===== config.mk =====
export PLATFORM = sky130hd
export DESIGN_NAME = if_fetch_stage
export DESIGN_NICKNAME = d
export VERILOG_FILES = /design/src/rtl/if_fetch_stage.sv
export SDC_FILE = /design/constraint.sdc
export NUM_CORES = 1
export LEC_CHECK = 0
export ABC_AREA = 1
export BUFFER_PORTS_ARGS = -buffer_cell sky130_fd_sc_hd__buf_4
export CAP_MARGIN = 20
export CORE_MARGIN = 5
export CORE_UTILIZATION = 30
export DETAILED_ROUTE_END_ITERATION = 12
export PLACE_DENSITY = 0.52
export SYNTH_ARGS = -nofsm -noshare
export SYNTH_HDL_FRONTEND = slang
export SYNTH_SLANG_ARGS = --single-unit

===== constraint.sdc =====
create_clock -name clk -period 4.1 [get_ports clk]
set_input_delay 1.23 -clock clk [delete_from_list [all_inputs] [get_ports clk]]
set_output_delay 1.23 -clock clk [all_outputs]
set_load 0.01 [all_outputs]

===== src/rtl/if_fetch_stage.sv =====
// Instruction-fetch stage: in-order IM requests with credit flow control, a small
// instruction buffer, and the IF/ID register with stall and redirect handling.
module if_fetch_stage #(
    parameter logic [31:0] RESET_PC  = 32'h0000_0000,
    parameter logic [31:0] NOP_INSTR = 32'h0000_0013,
    parameter int          DEPTH     = 2
) (
    input  logic        clk,
    input  logic        rst,
    output logic        im_req_valid,
    input  logic        im_req_ready,
    output logic [31:0] im_req_addr,
    input  logic        im_rsp_valid,
    input  logic [31:0] im_rsp_data,
    input  logic        stall,
    input  logic        redirect_valid,
    input  logic [31:0] redirect_pc,
    output logic [31:0] IF_pc_out,
    output logic [31:0] IF_instr_out,
    output logic        IF_valid
);

    localparam int PW = (DEPTH > 1) ? $clog2(DEPTH) : 1;
    localparam int CW = $clog2(DEPTH + 1);

    logic [31:0]   fetch_pc;
    logic [CW-1:0] outstanding;
    logic [CW-1:0] drop_cnt;
    logic [CW-1:0] buf_count;
    logic [CW:0]   credit_sum;

    logic [31:0]   tag_q     [DEPTH];
    logic [PW-1:0] tag_wr, tag_rd;
    logic [31:0]   buf_pc    [DEPTH];
    logic [31:0]   buf_instr [DEPTH];
    logic [PW-1:0] buf_wr, buf_rd;

    logic req_fire, rsp_fire, rsp_keep;
    logic buf_empty, load_buf, load_byp, buf_push;

    function automatic logic [PW-1:0] ptr_inc(input logic [PW-1:0] p);
        return (p == PW'(DEPTH - 1)) ? '0 : p + PW'(1);
    endfunction

    always_comb begin
        credit_sum   = {1'b0, outstanding} + {1'b0, buf_count};
        im_req_valid = (credit_sum < (CW+1)'(DEPTH)) && !redirect_valid && !rst;
        im_req_addr  = fetch_pc;
        req_fire     = im_req_valid && im_req_ready;
        rsp_fire     = im_rsp_valid && (outstanding != '0);
        // Responses arriving with a redirect belong to the wrong path as well.
        rsp_keep     = rsp_fire && (drop_cnt == '0) && !redirect_valid;
        buf_empty    = (buf_count == '0);
        load_buf     = !redirect_valid && !stall && !buf_empty;
        load_byp     = !redirect_valid && !stall && buf_empty && rsp_keep;
        buf_push     = rsp_keep && !load_byp;
    end

    always_ff @(posedge clk or posedge rst) begin
        if (rst) begin
            fetch_pc     <= RESET_PC;
            outstanding  <= '0;
            drop_cnt     <= '0;
            tag_wr       <= '0;
            tag_rd       <= '0;
            buf_count    <= '0;
            buf_wr       <= '0;
            buf_rd       <= '0;
            IF_pc_out    <= '0;
            IF_instr_out <= NOP_INSTR;
            IF_valid     <= 1'b0;
        end else begin
            outstanding <= outstanding + CW'(req_fire) - CW'(rsp_fire);
            if (req_fire) tag_wr <= ptr_inc(tag_wr);
            if (rsp_fire) tag_rd <= ptr_inc(tag_rd);

            if (redirect_valid) begin
                // Everything still in flight after this edge is wrong-path.
                fetch_pc     <= redirect_pc;
                drop_cnt     <= outstanding - CW'(rsp_fire);
                buf_count    <= '0;
                buf_wr       <= '0;
                buf_rd       <= '0;
                IF_instr_out <= NOP_INSTR;
                IF_valid     <= 1'b0;
            end else begin
                if (req_fire) fetch_pc <= fetch_pc + 32'd4;
                if (rsp_fire && drop_cnt != '0) drop_cnt <= drop_cnt - CW'(1);
                buf_count <= buf_count + CW'(buf_push) - CW'(load_buf);
                if (buf_push) buf_wr <= ptr_inc(buf_wr);
                if (load_buf) buf_rd <= ptr_inc(buf_rd);

                if (stall) begin
                    IF_valid <= IF_valid;
                end else if (load_buf) begin
                    IF_pc_out    <= buf_pc[buf_rd];
                    IF_instr_out <= buf_instr[buf_rd];
                    IF_valid     <= 1'b1;
                end else if (load_byp) begin
                    IF_pc_out    <= tag_q[tag_rd];
                    IF_instr_out <= im_rsp_data;
                    IF_valid     <= 1'b1;
                end else begin
                    IF_instr_out <= NOP_INSTR;
                    IF_valid     <= 1'b0;
                end
            end
        end
    end

    // Queue payloads carry no reset; occupancy is tracked by the counters above.
    always_ff @(posedge clk) begin
        if (req_fire) tag_q[tag_wr] <= fetch_pc;
        if (buf_push) begin
            buf_pc[buf_wr]    <= tag_q[tag_rd];
            buf_instr[buf_wr] <= im_rsp_data;
        end
    end

    rsp_without_request: assert property (@(posedge clk) disable iff (rst)
        !(im_rsp_valid && outstanding == '0));
    credit_bound: assert property (@(posedge clk) disable iff (rst)
        credit_sum <= (CW+1)'(DEPTH));

endmodule


Yosys cells after proc, flatten, opt, wreduce, memory -nomap -nowiden
Memory sizes are Yosys's and may differ from the RTL's.
Cells that the tools add are included.
{ "word_totals": {"register_bits": 107, "ramBits": 192, "output_inout_bits": 98, "n_memories": 3} }
{ "op_classes": {"add_sub_neg": 12, "magnitude_cmp": 1, "eq_ne": 1, "muxes": 27, "n_bitwise": 2, "reduce_logical": 27} }
{ "memory_table": {"columns": ["memory", "depth", "width", "read_ports", "rd_ports_with_merged_regs", "wr", "line_no", "text"], "rows": [
  ["buf_instr", 2, 32, 1, 0, 1, "35", "logic [31:0] buf_instr [DEPTH];"],
  ["buf_pc", 2, 32, 1, 0, 1, "34", "logic [31:0] buf_pc [DEPTH];"],
  ["tag_q", 2, 32, 1, 0, 1, "32", "logic [31:0] tag_q [DEPTH];"]
]} }
{ "op_table": {"columns": ["operator", "count"], "rows": [
  ["two-way mux 32 bit", 8],
  ["adder 32 x 3 -> 32 bit, second input constant", 1],
  ["two-way mux 1 bit", 16],
  ["nonzero test 2 bit", 7],
  ["logical AND 1 bit", 12],
  ["two-way mux 2 bit", 3],
  ["subtractor 2 x 1 -> 2 bit", 3],
  ["logical NOT 1 bit", 5],
  ["adder 1 bit, second input constant", 4],
  ["adder 2 x 1 -> 2 bit", 2],
  ["logical NOT 2 bit", 2],
  ["adder 2 x 2 -> 3 bit", 1],
  ["less-than comparator 3 x 2 -> 1 bit, second input constant", 1],
  ["AND reduction 3 bit", 1],
  ["!= test 2 x 1 -> 1 bit, second input constant", 1],
  ["inverter 1 bit", 2],
  ["subtractor 2 x 1 -> 2 bit, second input constant", 1]
]} }

Depth between registers and ports, before layout
Gate-level depths: netlist (run 1).
{ "depth": {"depth_word": 10, "depth_mapped": 11, "mapped_depth_nobuf": 10} }

Worst setup path after synthesis (run 1)
No wires, ideal clock.
{ "synth_timing": {"kind": "input-to-reg", "startpoint": "input port rst", "endpoint": "memory tag_q[0][0], enable pin", "arrival_time_ns": 5.391, "slack_ns": -1.712, "stages": 3, "cell_sequence": "inv_1 -> nand4_4 -> nor2_1"} }
{ "synth_via": {"elab_chain_cells": 5} }
{ "synth_lines": {"columns": ["element", "line_no", "text"], "rows": [
  ["start: declaration", "9", "input logic rst,"],
  ["logical NOT 1 bit (no line)", null, null],
  ["logical AND 1 bit", "47", "im_req_valid = (credit_sum < (CW+1)'(DEPTH)) && !redirect_valid && !rst;"],
  ["logical AND 1 bit", "49", "req_fire = im_req_valid && im_req_ready;"],
  ["two-way mux 1 bit", "113", "if (req_fire) tag_q[tag_wr] <= fetch_pc;"],
  ["two-way mux 1 bit (not written as such)", "113", null],
  ["end: declaration", "32", null]
]} }
Every way passes these cells.

Worst setup path after layout (run 1)
{ "layout_timing": {"startpoint": "register buf_count[0]", "endpoint": "output port im_req_valid"} }
{ "layout_via": {"elab_chain_cells": 4} }
{ "layout_lines": {"columns": ["element", "line_no", "text"], "rows": [
  ["start: declaration", "29", "logic [CW-1:0] buf_count;"],
  ["start signal: assignment", "89", "buf_count <= buf_count + CW'(buf_push) - CW'(load_buf);"],
  ["adder 2 x 2 -> 3 bit", "46", "credit_sum = {1'b0, outstanding} + {1'b0, buf_count};"],
  ["less-than comparator 3 x 2 -> 1 bit", "47", null],
  ["logical AND 1 bit (2 in a row)", "47", null],
  ["end: declaration", "10", "output logic im_req_valid,"]
]} }
Every way passes these cells.

==> results of run 1 <==
[layer usage]
metal  wire [µm]  vias up  part of all wire
li1            -     4366                 -
met1       15900     4285              0.48
met2       15000      176              0.46
met3        1204       51             0.037
met4         782        0             0.024
met5           0        -                 0
[cell families (layout without fill, tap and decap cells)]
group | count (synthesis) | after routing
fa+ha+maj | 8 | 8
compound gates | 106 | 106
simple gates | 617 | 617
buf+inv | 118 | 309
flops | 299 | 299
xor+xnor | 12 | 12
mux | 27 | 27
[tightest hold or removal path: stages, from the launching register on]
cell and delay, ns:
dfrtp_1 0.34, nand2_1 0.05, nand2_1 0.05
[placed cells by master (no fill, tap or decap), drive strengths merged]
cell type	Yosys	routed
clkinv	1	11
a21oi	10	10
mux2	1	1
inv	62	62
nand3	141	141
fa	1	1
o21ai	44	44
o211ai	43	43
nand4	1	1
buf	36	185
o21bai	8	8
nand2	371	371
edfxtp	192	192
clkinvlp	0	3
or2	29	29
bufinv	0	3
nor3	3	3
a22oi	1	1
dfrtp	104	104
xor2	5	5
clkbuf	19	45
and2	9	9
mux2i	26	26
nor2	63	63
dfstp	3	3
xnor2	7	7
ha	7	7
[how the worst min path moves through the flow]
stage                     startpoint                to  cells past startpoint
floorplan           buf_instr[0][10]  IF_instr_out[10]                      2
global placement    buf_instr[0][27]  IF_instr_out[27]                      2
detailed placement      IF_pc_out[0]      IF_pc_out[0]                      2
CTS                    IF_pc_out[10]     IF_pc_out[10]                      2
global route           IF_pc_out[17]     IF_pc_out[17]                      2
finish                 IF_pc_out[10]     IF_pc_out[10]                      2
[power by group]
group | leakage (nW) | internal, mW | switching, mW
clock network | 0.545 | 1.83 | 1.18
registers | 3.10 | 3.72 | 0.324
logic | 2.86 | 0.773 | 1.23
[sequential cells by signal (all words and copies together), names as in the netlist, 32 cells and up]
signal	cells
buf_instr	64
tag_q	64
IF_instr_out	32
im_req_addr	32
IF_pc_out	32
buf_pc	64
[per-stage QoR]
stage                     cell area [µm²]    util
after floorplan                     12770       -
after global placement              14580  0.3469
after detailed placement            14580  0.3469
after CTS                           15700  0.3735
after global routing                15730  0.3742
final                               15730  0.3742
[area by class of cell]
| type | instances | area [µm²] |
|---|---|---|
| Clock buffer | 45 | 953.4 |
| Clock inverter | 16 | 166.4 |
| Fill cell | 4149 | 26310 |
| Inverter | 63 | 240.2 |
| Multi-Input combinational cell | 770 | 3826 |
| Sequential cell | 299 | 8448 |
| Tap cell | 539 | 674.4 |
| Timing Repair Buffer | 185 | 1421 |
==> results.ini, run 1 <==
[worst_setup_path]
r2r_slack_ns=1.58
crit_top_cell=inv_1
startpoint=buf_count[0]
crit_arrival_ns=2.12
cp_slowest_cell=fa_1
crit_family=simple AND/OR/NAND/NOR gates
r2r_start=buf_count[0]
r2r_cells=9
worstPathCellList=nand2_1 > inv_1 > fa_1 > nor2_2 > inv_1 > nor3_1 > buf_4
start_kind=register
max_stage_delay_ns=0.45
required_ns=2.87
crit_buf_inv=3
cp-end-kind=primary output
criticalPathCategory=register to primary output
endpoint=im_req_valid
r2r_end=im_req_addr[6]
path_max_fanout=3
cp.depth=7

[drt]
first_pass_iters=7
final_antenna_net_count=0
drt_wl_total_um=32880
wl_per_cell_um=17.15
initialDrtViolationCount=475
vias_per_cell=4.631
vias=8878
drc=0

[floorplan]
chipWidth_um=216.2
core_area_um2=42040
die_h_um=216.2
ioPinCount=168
fp-row-count=75
initial_core_util=0.3035
dieArea_um2=46750

[sta]
timing.final.crit_share=0.8171
rsz0062_at_grt=no
slew_headroom=0.4063
fmax_mhz=298.5
skew_ns=0.02242
finalCriticalPeriod_ns=3.350
worst-slew-pin-transition_ns=0.8905
whs_ns=0.4794
hold_viol=0
fin_setup_tns_ns=0
setup_viol=0
drv_slew=0
final.setup.worst_slack_ns=0.7497

[clock_network]
clock_sinks=299
cts_buffers=34
cts_tree=built
path_clk_slew_ns=0.05
htreeDepth=2
post_cts_buffers=0
cts_buffer_depth=3
clockRootBuffer=clkbuf_16
clk_latency_ns=0.51
cts_resized=0
hold_buffers=0

[min_path]
min_path_type=register to register

[logic_synthesis]
synth_top_family_by_area=simple AND/OR/NAND/NOR gates
synth_enable_flop_cells=192
yosys.area_share.xor_xnor=0.008238
synth_most_common_cell=nand2_1
ys_top_cells_by_area=edfxtp_1, dfrtp_1, nand2_1, nand3_1, o211ai_1
ys_seq_area_frac=0.6621
ys_ff_latch=299
ys_warn_count=0
syn-cell-area_um2=12760
synth_compound_area_frac=0.05207
synth_common_cells=nand2_1, edfxtp_1, nand3_1, dfrtp_1
synth_nets=1265
yosysTopAreaCellShare=0.4519
synth_fa_ha_area_frac=0.008434
synthMuxAreaShare=0.02128
synth-simple-area-share=0.2083
synthDistinctLibCells=37
synthArstFlopShare=0.3579
syn_area_per_cell_um2=10.75
yosys.area.top_type=edfxtp_1
syn_inst=1187
yosys_most_used_dff=edfxtp_1

[global_routing]
grt_max_degree=108
grt_pass1_vias=8866
grt.total_usage=0.1383
grtUsageMet2=0.2168
grt_pass1_wl_um=51630
antenna_found_initial=0
use_met3=0.02442
globalRouteMet1Util=0.1975
overflow=0
grt-busiest-layer=met2

[power_and_ir_drop]
pwr_density_cell_nw_per_um2=575.9
ir_worst_vdd_v=0.0002253
p_leak_nw=6.512
finalPower_mw=9.059

[finish]
fin_nets=1431
final_cells=1917
drive_gt1_frac=0.2112
syn_to_final_growth_pct=23.29
insertedDiodeCount=0

[run]
cap_violations=0

[outcome]
status=completed

[placement]
dp.cells=1855
portBuffers=167
dp_slack_ns=0.9479
gp_congestion=0.7687
hpwl_um=21320

(Power assumes the default switching activity.)
==> run 2: changes to the inputs <==
Settings changed: PLACE_DENSITY 0.52 to 0.5.
Clock period 4.1 ns to 3.2 ns, I/O delays scaled along.
==> results.ini, run 2 (same netlist as run 1, synthesis figures left out) <==
[floorplan]
chipWidth_um=216.2  ; unchanged
initial_core_util=0.3035  ; unchanged
ioPinCount=168  ; unchanged
core_area_um2=42040  ; unchanged
dieArea_um2=46750  ; unchanged
die_h_um=216.2  ; unchanged
fp-row-count=75  ; unchanged

[finish]
insertedDiodeCount=0  ; unchanged
syn_to_final_growth_pct=24.65  ; was 23.29%
final_area_um2=15900  ; was 15730 µm²
drive_gt1_frac=0.2156  ; was 0.2112
mostFrequentLayoutCell=nand2_1  ; unchanged
fin_nets=1435  ; was 1431
top_regs=buf_instr (64), buf_pc (64), tag_q (64)  ; unchanged
final_cell_mix=nand2_1, edfxtp_1, buf_4  ; unchanged
fill_cells=4149  ; unchanged

[global_routing]
antenna_found_initial=0  ; unchanged
grt.total_usage=0.1406  ; was 0.1383
grt_pass1_vias=8858  ; was 8866
overflow=0  ; unchanged
grt_pass1_wl_um=52160  ; was 51630 µm
grt_max_degree=108  ; unchanged

[worst_setup_path]
required_ns=2.24  ; was 2.87 ns
cp_slowest_cell=fa_1  ; unchanged
max_stage_delay_ns=0.45  ; about the same
cp-end-kind=primary output  ; unchanged
crit_buf_inv=3  ; unchanged
crit_family=adder cells  ; was simple AND/OR/NAND/NOR gates
criticalPathCategory=register to primary output  ; unchanged
r2r_slack_ns=1.01  ; was 1.58 ns
crit_arrival_ns=2.11  ; was 2.12 ns
start_kind=register  ; unchanged
crit_top_cell=inv_1  ; unchanged
path_max_fanout=3  ; unchanged
worstPathCellList=nand2_1 > inv_1 > fa_1 > nor2_2 > inv_1 > nor3_2 > buf_4  ; was nand2_1 > inv_1 > fa_1 > nor2_2 > inv_1 > nor3_1 > buf_4

[power_and_ir_drop]
internal-power_mw=8.312  ; was 6.324 mW
p_sw_frac=0.2979  ; was 0.3019
comb_power_share=0.220  ; was 0.221
ir_worst_vdd_v=0.0003836  ; was 0.0002253 V
pwr_density_cell_nw_per_um2=744.4  ; was 575.9 nW/µm²
p_leak_nw=6.582  ; was 6.512 nW
switching_power_mw=3.527  ; was 2.735 mW
p_seq_frac=0.435  ; was 0.447
clock_power_share=0.345  ; was 0.333

[sta]
slew_headroom=0.3158  ; was 0.4063
finalCriticalPeriod_ns=3.065
rsz0062_at_grt=no  ; unchanged
setup_viol=0  ; unchanged
drv_slew=0  ; unchanged
fmax_mhz=326.2
worst-slew-pin-transition_ns=1.026  ; was 0.8905 ns
hold_viol=0  ; unchanged
timing.final.crit_share=0.9579
skew_ns=0.01193  ; was 0.02242 ns
whs_ns=0.4777  ; was 0.4794 ns

[placement]
gp_congestion=0.7530  ; was 0.7687
hpwl_um=21050  ; was 21320 µm
portBuffers=167  ; unchanged
dpl_cell_area_um2=14710  ; was 14580 µm²

[clock_network]
post_cts_buffers=0  ; unchanged
cts_buffer_depth=3  ; unchanged
htreeDepth=2  ; unchanged
clockRootBuffer=clkbuf_16  ; unchanged
hold_buffers=0  ; unchanged
clock_sinks=299  ; unchanged
path_clk_slew_ns=0.06  ; was 0.05 ns
cts_buffers=36  ; was 34
clk_latency_ns=0.53  ; was 0.51 ns
cts_tree=built  ; unchanged

[drt]
drc=0  ; unchanged
initialDrtViolationCount=497  ; was 475
vias=8910  ; was 8878
first_pass_iters=5  ; was 7
wl_per_cell_um=17.37  ; was 17.15 µm
final_antenna_net_count=0  ; unchanged
vias_per_cell=4.638  ; was 4.631
drt_wl_total_um=33360  ; was 32880 µm

[run]
cap_violations=0  ; unchanged

[min_path]
min_path_type=register to register  ; unchanged

[outcome]
status=completed  ; unchanged

[run 2: changes by cell type in the layout (fill, tap and decap cells not counted), sizes merged]
cell | previous run | this run
buf | 185 | 187
clkinv | 11 | 10
clkbuf | 45 | 48
clkinvlp | 3 | 2
bufinv | 3 | 4
[run 2: final cells by class]
| class | count | area (µm²) | area share |
|---|---|---|---|
| tap | 539 | 674.4 | 0.04240 |
| clock buffer | 48 | 1007 | 0.06333 |
| inverter | 63 | 241.5 | 0.01518 |
| sequential | 299 | 8448 | 0.5312 |
| timing repair buffer | 187 | 1524 | 0.09582 |
| multi-input combinational | 770 | 3831 | 0.2409 |
| clock inverter | 15 | 177.7 | 0.01117 |
[run 2: final timing paths]
check | startpoint | end | cells past startpoint
max | buf_count[0] | im_req_valid | 7
min reg2reg | IF_pc_out[1] | IF_pc_out[1] | 2
max in group asynchronous | rst | IF_pc_out[10] | 3
min | IF_pc_out[1] | IF_pc_out[1] | 2
min in group asynchronous | rst | drop_cnt[0] | 3
max reg2reg | buf_count[0] | outstanding[1] | 9
[run 2: per-layer routing]
layer  wire length [µm]  track usage  share of wire
met1              16010       0.2049           0.48
met2              15110       0.2143           0.45
met3               1523      0.02805          0.046
met4                720      0.03986          0.022
met5                  0            0              0
[run 2: worst reg2reg max path, delay by kind of cell (launching register included)]
kind | cells | cell delay, ns
buffers and inverters | 2 | 0.09
DFF | 1 | 0.43
xor gates and xnor gates | 1 | 0.12
adders and majority gates | 3 | 0.97
and+or+nand+nor | 3 | 0.47
[run 2: per-stage QoR]
step	utilization	power, mW	instances	setup slack, ns	setup TNS (ns)
floorplan	-	6.633	1187	-0.5284	-48.34
global route	0.3783	12.53	1921	0.06411	0
detailed placement	0.3500	7.890	1858	0.4338	0
CTS	0.3782	12.06	1921	0.02775	0
global placement	0.3493	7.810	1857	0.4536	0
finish	0.3783	11.84	1921	0.1346	0
[run 2: power groups by stage]
stage	clock network [mW]	registers (mW)	logic, mW
after floorplan	0	5.25	1.39
final	4.09	5.15	2.60
after global placement	0	5.21	2.60
after global routing	4.39	5.21	2.93
after CTS	4.23	5.16	2.67
after detailed placement	0	5.23	2.66
[run 2: what timing repair did]
item,CTS,global route
gates resized for setup,0,1
hold endpoints to repair,0,0
setup endpoints to repair,0,1
